[src/rtl/fir2d_pkg.sv]
// Shared constants and helpers for the 2D FIR tap-accumulate stage.
package fir2d_pkg;

  localparam int PIX_W     = 8;
  localparam int PROD_W    = 16;
  localparam int TAP_IDX_W = 4;
  localparam int DEF_TAPS  = 9;
  localparam int DEF_SHIFT = 8;

  // Smallest r with 2**r >= v; used to size the accumulator at elaboration.
  function automatic int clog2(input int v);
    int r;
    r = 0;
    while ((1 << r) < v) r++;
    return r;
  endfunction

endpackage

[src/rtl/fir2d_round_sat.sv]
// Round-half-up, right-shift and saturate a window sum down to one pixel.
module fir2d_round_sat
  import fir2d_pkg::*;
#(
  parameter int ACC_W = 20,
  parameter int SHIFT = DEF_SHIFT
) (
  input  logic [ACC_W-1:0] sum,
  output logic [PIX_W-1:0] pix
);

  // One extra bit so the rounding add can never wrap.
  localparam logic [ACC_W:0] HALF = (ACC_W+1)'(1) << (SHIFT - 1);
  localparam logic [ACC_W:0] PMAX = (ACC_W+1)'((1 << PIX_W) - 1);

  logic [ACC_W:0] rnd;
  logic [ACC_W:0] r;

  assign rnd = {1'b0, sum} + HALF;
  assign r   = rnd >> SHIFT;
  assign pix = (r > PMAX) ? {PIX_W{1'b1}} : r[PIX_W-1:0];

endmodule

[src/rtl/fir2d_tap_accum.sv]
// Accumulates TAPS partial products per window and presents the window sum
// and its rounded, saturated pixel through a valid/ready output register.
module fir2d_tap_accum
  import fir2d_pkg::*;
#(
  parameter int TAPS  = DEF_TAPS,
  parameter int SHIFT = DEF_SHIFT,
  parameter int ACC_W = 20
) (
  input  logic                 clk,
  input  logic                 rst_n,
  input  logic [PROD_W-1:0]    ax,
  input  logic                 in_valid,
  output logic                 in_ready,
  input  logic                 clr,
  output logic [TAP_IDX_W-1:0] tap_idx,
  output logic [ACC_W-1:0]     sum_out,
  output logic [PIX_W-1:0]     pix_out,
  output logic                 out_valid,
  input  logic                 out_ready
);

  if ((TAPS < 2) || (TAPS > 16) || (SHIFT < 1) || (SHIFT > 12) ||
      (ACC_W < PROD_W + clog2(TAPS))) begin : g_bad_params
    $error("fir2d_tap_accum: illegal TAPS/SHIFT/ACC_W combination");
  end

  localparam logic [TAP_IDX_W-1:0] LAST = TAP_IDX_W'(TAPS - 1);

  // Handshakes: a beat transfers on a rising edge where in_valid && in_ready
  // && !clr; a result transfers where out_valid && out_ready. in_ready never
  // depends on in_valid, and only the final tap of a window can stall.
  logic [TAP_IDX_W-1:0] tap_q, tap_d;
  logic [ACC_W-1:0]     acc_q, acc_d;
  logic [ACC_W-1:0]     sum_q, sum_d;
  logic [PIX_W-1:0]     pix_q, pix_d;
  logic                 ov_q, ov_d;

  logic                 accept;
  logic                 last_beat;
  logic                 out_take;
  logic [ACC_W-1:0]     acc_sum;
  logic [PIX_W-1:0]     pix_next;

  assign in_ready  = (tap_q != LAST) || !ov_q || out_ready;
  assign accept    = in_valid && in_ready && !clr;
  assign last_beat = accept && (tap_q == LAST);
  assign out_take  = ov_q && out_ready;
  assign acc_sum   = acc_q + {{(ACC_W - PROD_W){1'b0}}, ax};

  fir2d_round_sat #(
    .ACC_W (ACC_W),
    .SHIFT (SHIFT)
  ) u_round_sat (
    .sum (acc_sum),
    .pix (pix_next)
  );

  // The tap counter is the ACCUM state; tap_idx exposes it directly.
  always_comb begin
    tap_d = tap_q;
    acc_d = acc_q;
    sum_d = sum_q;
    pix_d = pix_q;
    ov_d  = ov_q;

    if (clr) begin
      tap_d = '0;
      acc_d = '0;
    end else if (accept) begin
      if (tap_q == LAST) begin
        tap_d = '0;
        acc_d = '0;
      end else begin
        tap_d = tap_q + 1'b1;
        acc_d = acc_sum;
      end
    end

    if (out_take) ov_d = 1'b0;
    // A completing window overrides the drain, so back-to-back results
    // keep out_valid high.
    if (last_beat) begin
      sum_d = acc_sum;
      pix_d = pix_next;
      ov_d  = 1'b1;
    end
  end

  always_ff @(posedge clk or negedge rst_n) begin
    if (!rst_n) begin
      tap_q <= '0;
      acc_q <= '0;
      sum_q <= '0;
      pix_q <= '0;
      ov_q  <= 1'b0;
    end else begin
      tap_q <= tap_d;
      acc_q <= acc_d;
      sum_q <= sum_d;
      pix_q <= pix_d;
      ov_q  <= ov_d;
    end
  end

  assign tap_idx   = tap_q;
  assign sum_out   = sum_q;
  assign pix_out   = pix_q;
  assign out_valid = ov_q;

endmodule

[config.mk]
export PLATFORM = sky130hd
export DESIGN_NAME = fir2d_tap_accum
export DESIGN_NICKNAME = d
export VERILOG_FILES = /design/src/rtl/fir2d_pkg.sv /design/src/rtl/fir2d_round_sat.sv /design/src/rtl/fir2d_tap_accum.sv
export SDC_FILE = /design/constraint.sdc
export NUM_CORES = 1
export LEC_CHECK = 0
export CORE_ASPECT_RATIO = 1.75
export CORE_MARGIN = 2
export CORE_UTILIZATION = 55
export DETAILED_ROUTE_END_ITERATION = 12
export PLACE_DENSITY_LB_ADDON = 0.1
export SLEW_MARGIN = 10
export SYNTH_ARGS = -nofsm -noshare
export SYNTH_HDL_FRONTEND = slang
export SYNTH_SLANG_ARGS = --single-unit
[constraint.sdc]
create_clock -name clk -period 4.6 [get_ports clk]
set_input_delay 1.15 -clock clk [delete_from_list [all_inputs] [get_ports clk]]
set_output_delay 1.15 -clock clk [all_outputs]
set_load 0.02 [all_outputs]
==> results.md, run 1 <==
- CTS Hold Bufs: 0
- Clk sinks: 53
- Peak Freq: 237.6 MHz
- Synth top area cells: dfrtp_1 (41%), nand2_1 (7.8%), ha_1 (7.3%)
- Wire length per cell: 16.30 µm
- H-tree Lvls: 2
- GRT Util Overall: 25.74%
- Maximum net fanout on the critical path: 8
- Fin crit period: 4.209 ns
- CTS tree: built
- Initial DRT Pass Iterations: 4
- Num ports: 55
- Final WS setup: 0.3914 ns
- CTS Buf Count: 5
- Status: completed
- R2R setup slack: 1.33 ns
- Pin count of the biggest net entering global routing: 53
- Final Hold Fails: 0
- Dominant cell type by area after synthesis: dfrtp_1
- Top-area cell type share of the netlist area: 40.77%
- Post-Synthesis Cells: 350
- Port bufs: 54
- Pleak: 1.823 nW
- Worst path bufs/invs: 2
- Rel. slew slack: 45.72%
- VDD IR-drop max: 0.2734 mV
- Initial Utilization: 56.22%
- RSZ-0062 raised after global routing: no
- Die X: 62.14 µm
- GPL Wtd Cong: 0.8912
- Pre-CTS setup slack: 0.03907 ns
- Nets: 445
- Initial antenna violation count: 0
- Crit. End Element: flop
- Final Slew Violations: 0
- Clock Skew: 0.01133 ns
- Core area: 5787 µm²
- Worst-Margin Slew: 0.8142 ns
- Share of post-route cells with drive strength above 1: 7.407%
- Kind of critical path: in -> reg
- Layout area overhead: 22.27%
- Seq/Total Area, Yosys: 40.77%
- Vias after detailed routing: 2754
- Mapped Nets: 391
- Diodes inserted: 0
- Synth async-reset ratio: 100.0%
- PwrDens: 319.2 nW/µm²
- Hold Path Class: reg -> reg
- Crit-path cells: clkdlybuf4s50_1 > ha_1 > inv_1 > fa_1 > and2b_1 > o2111a_1 > o21ai_1 > and4_1 > o31ai_1 > nand2_1 > nor4_4 > mux2i_2 > o32a_1
- Slowest stage delay, CP: 0.46 ns
- Setup Buffers After CTS: 0
- Cell Rows: 37
- Vias/cell: 5.702
- First-pass GRT wire length: 13.37 mm
- Resized cells post-CTS: 0
- Synthesized area per cell: 9.295 µm²
- Power, Total: 1.270 mW
- Root Buffer: clkbuf_8
- Max Buffers Root-to-Sink: 2
- Drt total wl: 7.873 mm
- Crit path launch type: primary input
- Crit path DAT: 4.47 ns
- Max_cap viols: 0
- Tcrit/Tclk final: 91.49%
- DRC: 0
- Die area: 6570 µm²
- Detailed Route Iter0 Violations: 162
- Setup Viol. Count Final: 0
- Worst-Skew Late Latency: 0.31 ns
- EDFF count, synth: 0
- Req. time, crit path: 4.86 ns
- FF+latch count, synth: 53
- Post-synth cell types: 56
- Most common cell in the netlist: nand2_1
- Crit path max-delay family: simple AND/OR/NAND/NOR gates
- Clock Pin Slew Worst Setup and Hold Paths: 0.10 ns
- Final setup TNS: 0 ns
- Grt ovf: 0
- YS warnings: 0
- Vias in the first global route: 2782
- Synth Cell Area: 3253 µm²
- Post-detail-place hpwl: 5.929 mm
- CP max stage cell: clkdlybuf4s50_1
- Synth top cells by count: nand2_1 (68), dfrtp_1 (53), o21ai_0 (31)
- Final ANT Viol Nets: 0
- Top_reg_cell synth: dfrtp_1
- DIE HEIGHT: 105.7 µm
metrics by stage:
stage / instance area, µm² / utilization, % / instances / hold WS, ns
floorplan: 3253 / - / 350 / 0.4538
global placement: 3890 / 67.22 / 475 / 0.4591
detailed placement: 3890 / 67.22 / 475 / 0.4660
CTS: 3978 / 68.74 / 483 / 0.4881
global route: 3978 / 68.74 / 483 / 0.5188
finish: 3978 / 68.74 / 483 / 0.4861
worst paths after layout:
path | endpoint | cells past startpoint | start
worst max-delay path | pix_out[2] | 13 | ax[0]
max in group asynchronous | acc_q[10] | 2 | rst_n
worst max register to register | pix_out[2] | 12 | acc_q[0]
min in group asynchronous | sum_out[18] | 1 | rst_n
worst min-delay path | sum_out[10] | 2 | sum_out[10]
worst min register to register | sum_out[10] | 2 | sum_out[10]
worst reg2reg max path, delay by kind of cell, from the launching register on:
kind | cells | cell delay [ns]
muxes | 1 | 0.45
DFF | 1 | 0.36
adders and majority gates | 2 | 0.55
buffers and inverters | 1 | 0.05
and+or+nand+nor | 4 | 0.98
AOI/OAI and AO/OA | 4 | 0.83
logic make-up after synthesis:
kind of cell / share of synthesized area [%]
flip-flops: 40.77
AO/OA/AOI/OAI: 21.31
AND/OR/NAND/NOR: 19.35
adder cells (fa/ha/maj): 7.923
buffers and inverters: 3.500
XOR/XNOR: 6.423
multiplexers: 0.7307
layout make-up:
| type | instances | area (µm²) |
|---|---|---|
| Timing Repair Buffer | 65 | 618.1 |
| Fill cell | 484 | 1809 |
| Inverter | 8 | 30.03 |
| Sequential cell | 53 | 1326 |
| Multi-Input combinational cell | 271 | 1818 |
| Tap cell | 78 | 97.59 |
| Clock buffer | 6 | 72.57 |
| Clock inverter | 2 | 15.01 |
sequential cells by signal (all words and copies together), names as in the netlist:
| name | flops |
|---|---|
| acc_q | 20 |
| sum_out | 20 |
| pix_out | 8 |
| tap_idx | 4 |
| out_valid | 1 |
cell usage in the layout, fill, tap and decap left out, types with 2 or more instances in the layout:
cell,count
a211o_1,3
a211oi_1,2
a21o_1,8
a21oi_1,10
a22o_1,10
and3_1,2
and4_1,2
buf_4,11
clkbuf_8,5
clkdlybuf4s50_1,53
clkinvlp_4,2
dfrtp_1,53
ha_1,19
inv_1,8
nand2_1,68
nand2b_1,4
nand3_1,6
nand3b_1,3
nand4_1,5
nor2_1,17
nor2b_1,4
nor3_1,7
o21ai_0,31
o21ai_1,7
o32a_1,8
or3_1,3
xnor2_1,13
xor2_1,9
layer usage:
metal	vias up	GRT usage (%)	routed length (µm)	part of all wire [%]
met5	-	0	0	0
met4	0	10.48	234	3.0
met3	13	3.629	212	2.7
met2	49	49.77	4395	56
met1	1338	27.49	3031	38
li1	1354	-	-	-
power by group:
group	total, mW	switching [mW]	internal, mW	leakage, nW
clock	0.266	0.158	0.108	0.0374
combinational	0.490	0.284	0.206	1.06
sequential	0.514	0.0191	0.495	0.721
No activity file was read; power rests on OpenSTA's default activity.
==> run 2, diff against run 1 <==
--- a/config.mk
+++ b/config.mk
@@ -9,7 +9,8 @@
 export CORE_MARGIN = 2
 export CORE_UTILIZATION = 55
 export DETAILED_ROUTE_END_ITERATION = 12
-export PLACE_DENSITY_LB_ADDON = 0.1
+export GPL_ROUTABILITY_DRIVEN = 0
+export PLACE_DENSITY = 0.81
 export SLEW_MARGIN = 10
 export SYNTH_ARGS = -nofsm -noshare
 export SYNTH_HDL_FRONTEND = slang
==> run 2 against run 1 <==
  * Hold slack worse by 0.0034 ns
  * Clock skew down 0.0031 ns
  * Cell area up 0.16%
  * Largest power group unchanged
  * Critical path type unchanged
  * Worst setup slack worse by 0.021 ns
==> results.md, run 2 (synthesis gave the netlist of run 1 again) <==
- Design area: 3984 µm² (was 3978 µm²)
- Crit-path cells: clkdlybuf4s50_1 > ha_1 > inv_1 > fa_1 > and2b_1 > o2111a_1 > o21ai_1 > and4_1 > o31ai_1 > nand2_1 > nor4_4 > mux2i_2 > o32a_1 (unchanged)
- Tcrit/Tclk final: 91.95% (was 91.49%)
- Die X: 62.14 µm (unchanged)
- Die area: 6570 µm² (unchanged)
- Clk sinks: 53 (unchanged)
- CP max stage cell: clkdlybuf4s50_1 (unchanged)
- Peak Freq: 236.4 MHz (was 237.6 MHz)
- Kind of critical path: in -> reg (unchanged)
- Num ports: 55 (unchanged)
- First-pass GRT wire length: 13.01 mm (was 13.37 mm)
- RSZ-0062 raised after global routing: no (unchanged)
- Nets: 446 (was 445)
- Final ANT Viol Nets: 0 (unchanged)
- Core area: 5787 µm² (unchanged)
- Root Buffer: clkbuf_8 (unchanged)
- Maximum net fanout on the critical path: 8 (unchanged)
- Post-detail-place hpwl: 5.665 mm (was 5.929 mm)
- Worst-Margin Slew: 0.6907 ns (was 0.8142 ns)
- Worst path bufs/invs: 2 (unchanged)
- Rel. slew slack: 53.96% (was 45.72%)
- Final Hold Fails: 0 (unchanged)
- Crit path max-delay family: simple AND/OR/NAND/NOR gates (unchanged)
- Clock Pin Slew Worst Setup and Hold Paths: 0.09 ns (was 0.10 ns)
- Fin crit period: 4.230 ns (was 4.209 ns)
- Hold Path Class: reg -> reg (unchanged)
- VDD IR-drop max: 0.2251 mV (was 0.2734 mV)
- CTS Buf Count: 5 (unchanged)
- Cell Rows: 37 (unchanged)
- Slowest stage delay, CP: 0.46 ns (about the same)
- Port bufs: 54 (unchanged)
- Highest-count cells in the layout ignoring fill and taps: nand2_1 (68), dfrtp_1 (53), clkdlybuf4s50_1 (53) (unchanged)
- Crit. End Element: flop (unchanged)
- Final setup TNS: 0 ns (unchanged)
- Initial antenna violation count: 0 (unchanged)
- Final Slew Violations: 0 (unchanged)
- Initial DRT Pass Iterations: 4 (unchanged)
- Hold path cells: 2 (unchanged)
- Diodes inserted: 0 (unchanged)
- Status: completed (unchanged)
- GRT Util Overall: 24.91% (was 25.74%)
- Req. time, crit path: 4.85 ns (was 4.86 ns)
- Resized cells post-CTS: 0 (unchanged)
- Clock Skew: 0.008216 ns (was 0.01133 ns)
- Grt ovf: 0 (unchanged)
- DRC: 0 (unchanged)
- Drt total wl: 7.751 mm (was 7.873 mm)
- Detailed Route Iter0 Violations: 148 (was 162)
- Share of post-route cells with drive strength above 1: 7.407% (unchanged)
- Initial Utilization: 56.22% (unchanged)
- PwrDens: 320.2 nW/µm² (was 319.2 nW/µm²)
- Final Util: 68.84% (was 68.74%)
- Setup Viol. Count Final: 0 (unchanged)
- Commonest non-fill, non-tap cell in the layout: nand2_1 (unchanged)
- Layout area overhead: 22.46% (was 22.27%)
- Pleak: 1.834 nW (was 1.823 nW)
- Worst r2r path cells: 12 (unchanged)
- Max Buffers Root-to-Sink: 2 (unchanged)
- Wire length per cell: 16.05 µm (was 16.30 µm)
- Vias after detailed routing: 2776 (was 2754)
- CTS tree: built (unchanged)
- Setup Buffers After CTS: 0 (unchanged)
- Vias/cell: 5.747 (was 5.702)
- Critical Path Stages: 13 (unchanged)
- Placed cell area: 3897 µm² (was 3890 µm²)
- DIE HEIGHT: 105.7 µm (unchanged)
- CTS Hold Bufs: 0 (unchanged)
- Crit path DAT: 4.48 ns (was 4.47 ns)
- Worst-Skew Late Latency: 0.32 ns (was 0.31 ns)
- Vias in the first global route: 2799 (was 2782)
- Max_cap viols: 0 (unchanged)
- Crit path launch type: primary input (unchanged)
- Pin count of the biggest net entering global routing: 54 (was 53)
- H-tree Lvls: 2 (unchanged)
run 2: worst reg2reg max path, delay by kind of cell (launching register included):
family,cells,cell delay [ns]
buffers and inverters,1,0.06
flip-flops,1,0.36
adder cells (fa/ha/maj),2,0.58
AO/OA/AOI/OAI,4,0.86
AND/OR/NAND/NOR,4,0.93
multiplexers,1,0.45
run 2: final timing paths:
check,start,endpoint,slack (ns)
worst max register to register,acc_q[0],pix_out[3],1.30
max in group asynchronous,rst_n,sum_out[11],3.18
worst min register to register,sum_out[17],sum_out[17],0.48
worst max-delay path,ax[0],pix_out[3],0.37
worst min-delay path,sum_out[17],sum_out[17],0.48
min in group asynchronous,rst_n,acc_q[0],0.95
run 2: cell type report:
type,instances,area [µm²]
well taps,78,97.59
repair buffers,66,625.6
inverters,8,30.03
flip-flops and latches,53,1326
multi-input cells,271,1818
clock buffers,7,86.33
fillers,482,1803
run 2: where the power goes:
part           internal [mW]  total, mW  switching [mW]
sequential             0.494      0.514          0.0194
combinational          0.209      0.492           0.283
clock                  0.120      0.270           0.150
run 2: metal layers:
layer	global-route usage [%]	vias to the layer above	wire, µm
li1	-	1362	-
met1	27.51	1340	3029
met2	45.81	56	4207
met3	3.842	18	258
met4	12.38	0	255
met5	0	-	0
run 2: per-stage QoR:
step / power, mW / cells / hold slack (ns) / setup WS, ns
after floorplan: 0.8592 / 350 / 0.4538 / 0.7596
after global placement: 0.9974 / 476 / 0.4586 / 0.1569
after detailed placement: 1.011 / 476 / 0.4612 / 0.07145
after CTS: 1.281 / 483 / 0.4884 / 0.3986
after global routing: 1.347 / 483 / 0.5172 / 0.2013
final: 1.276 / 483 / 0.4828 / 0.3701
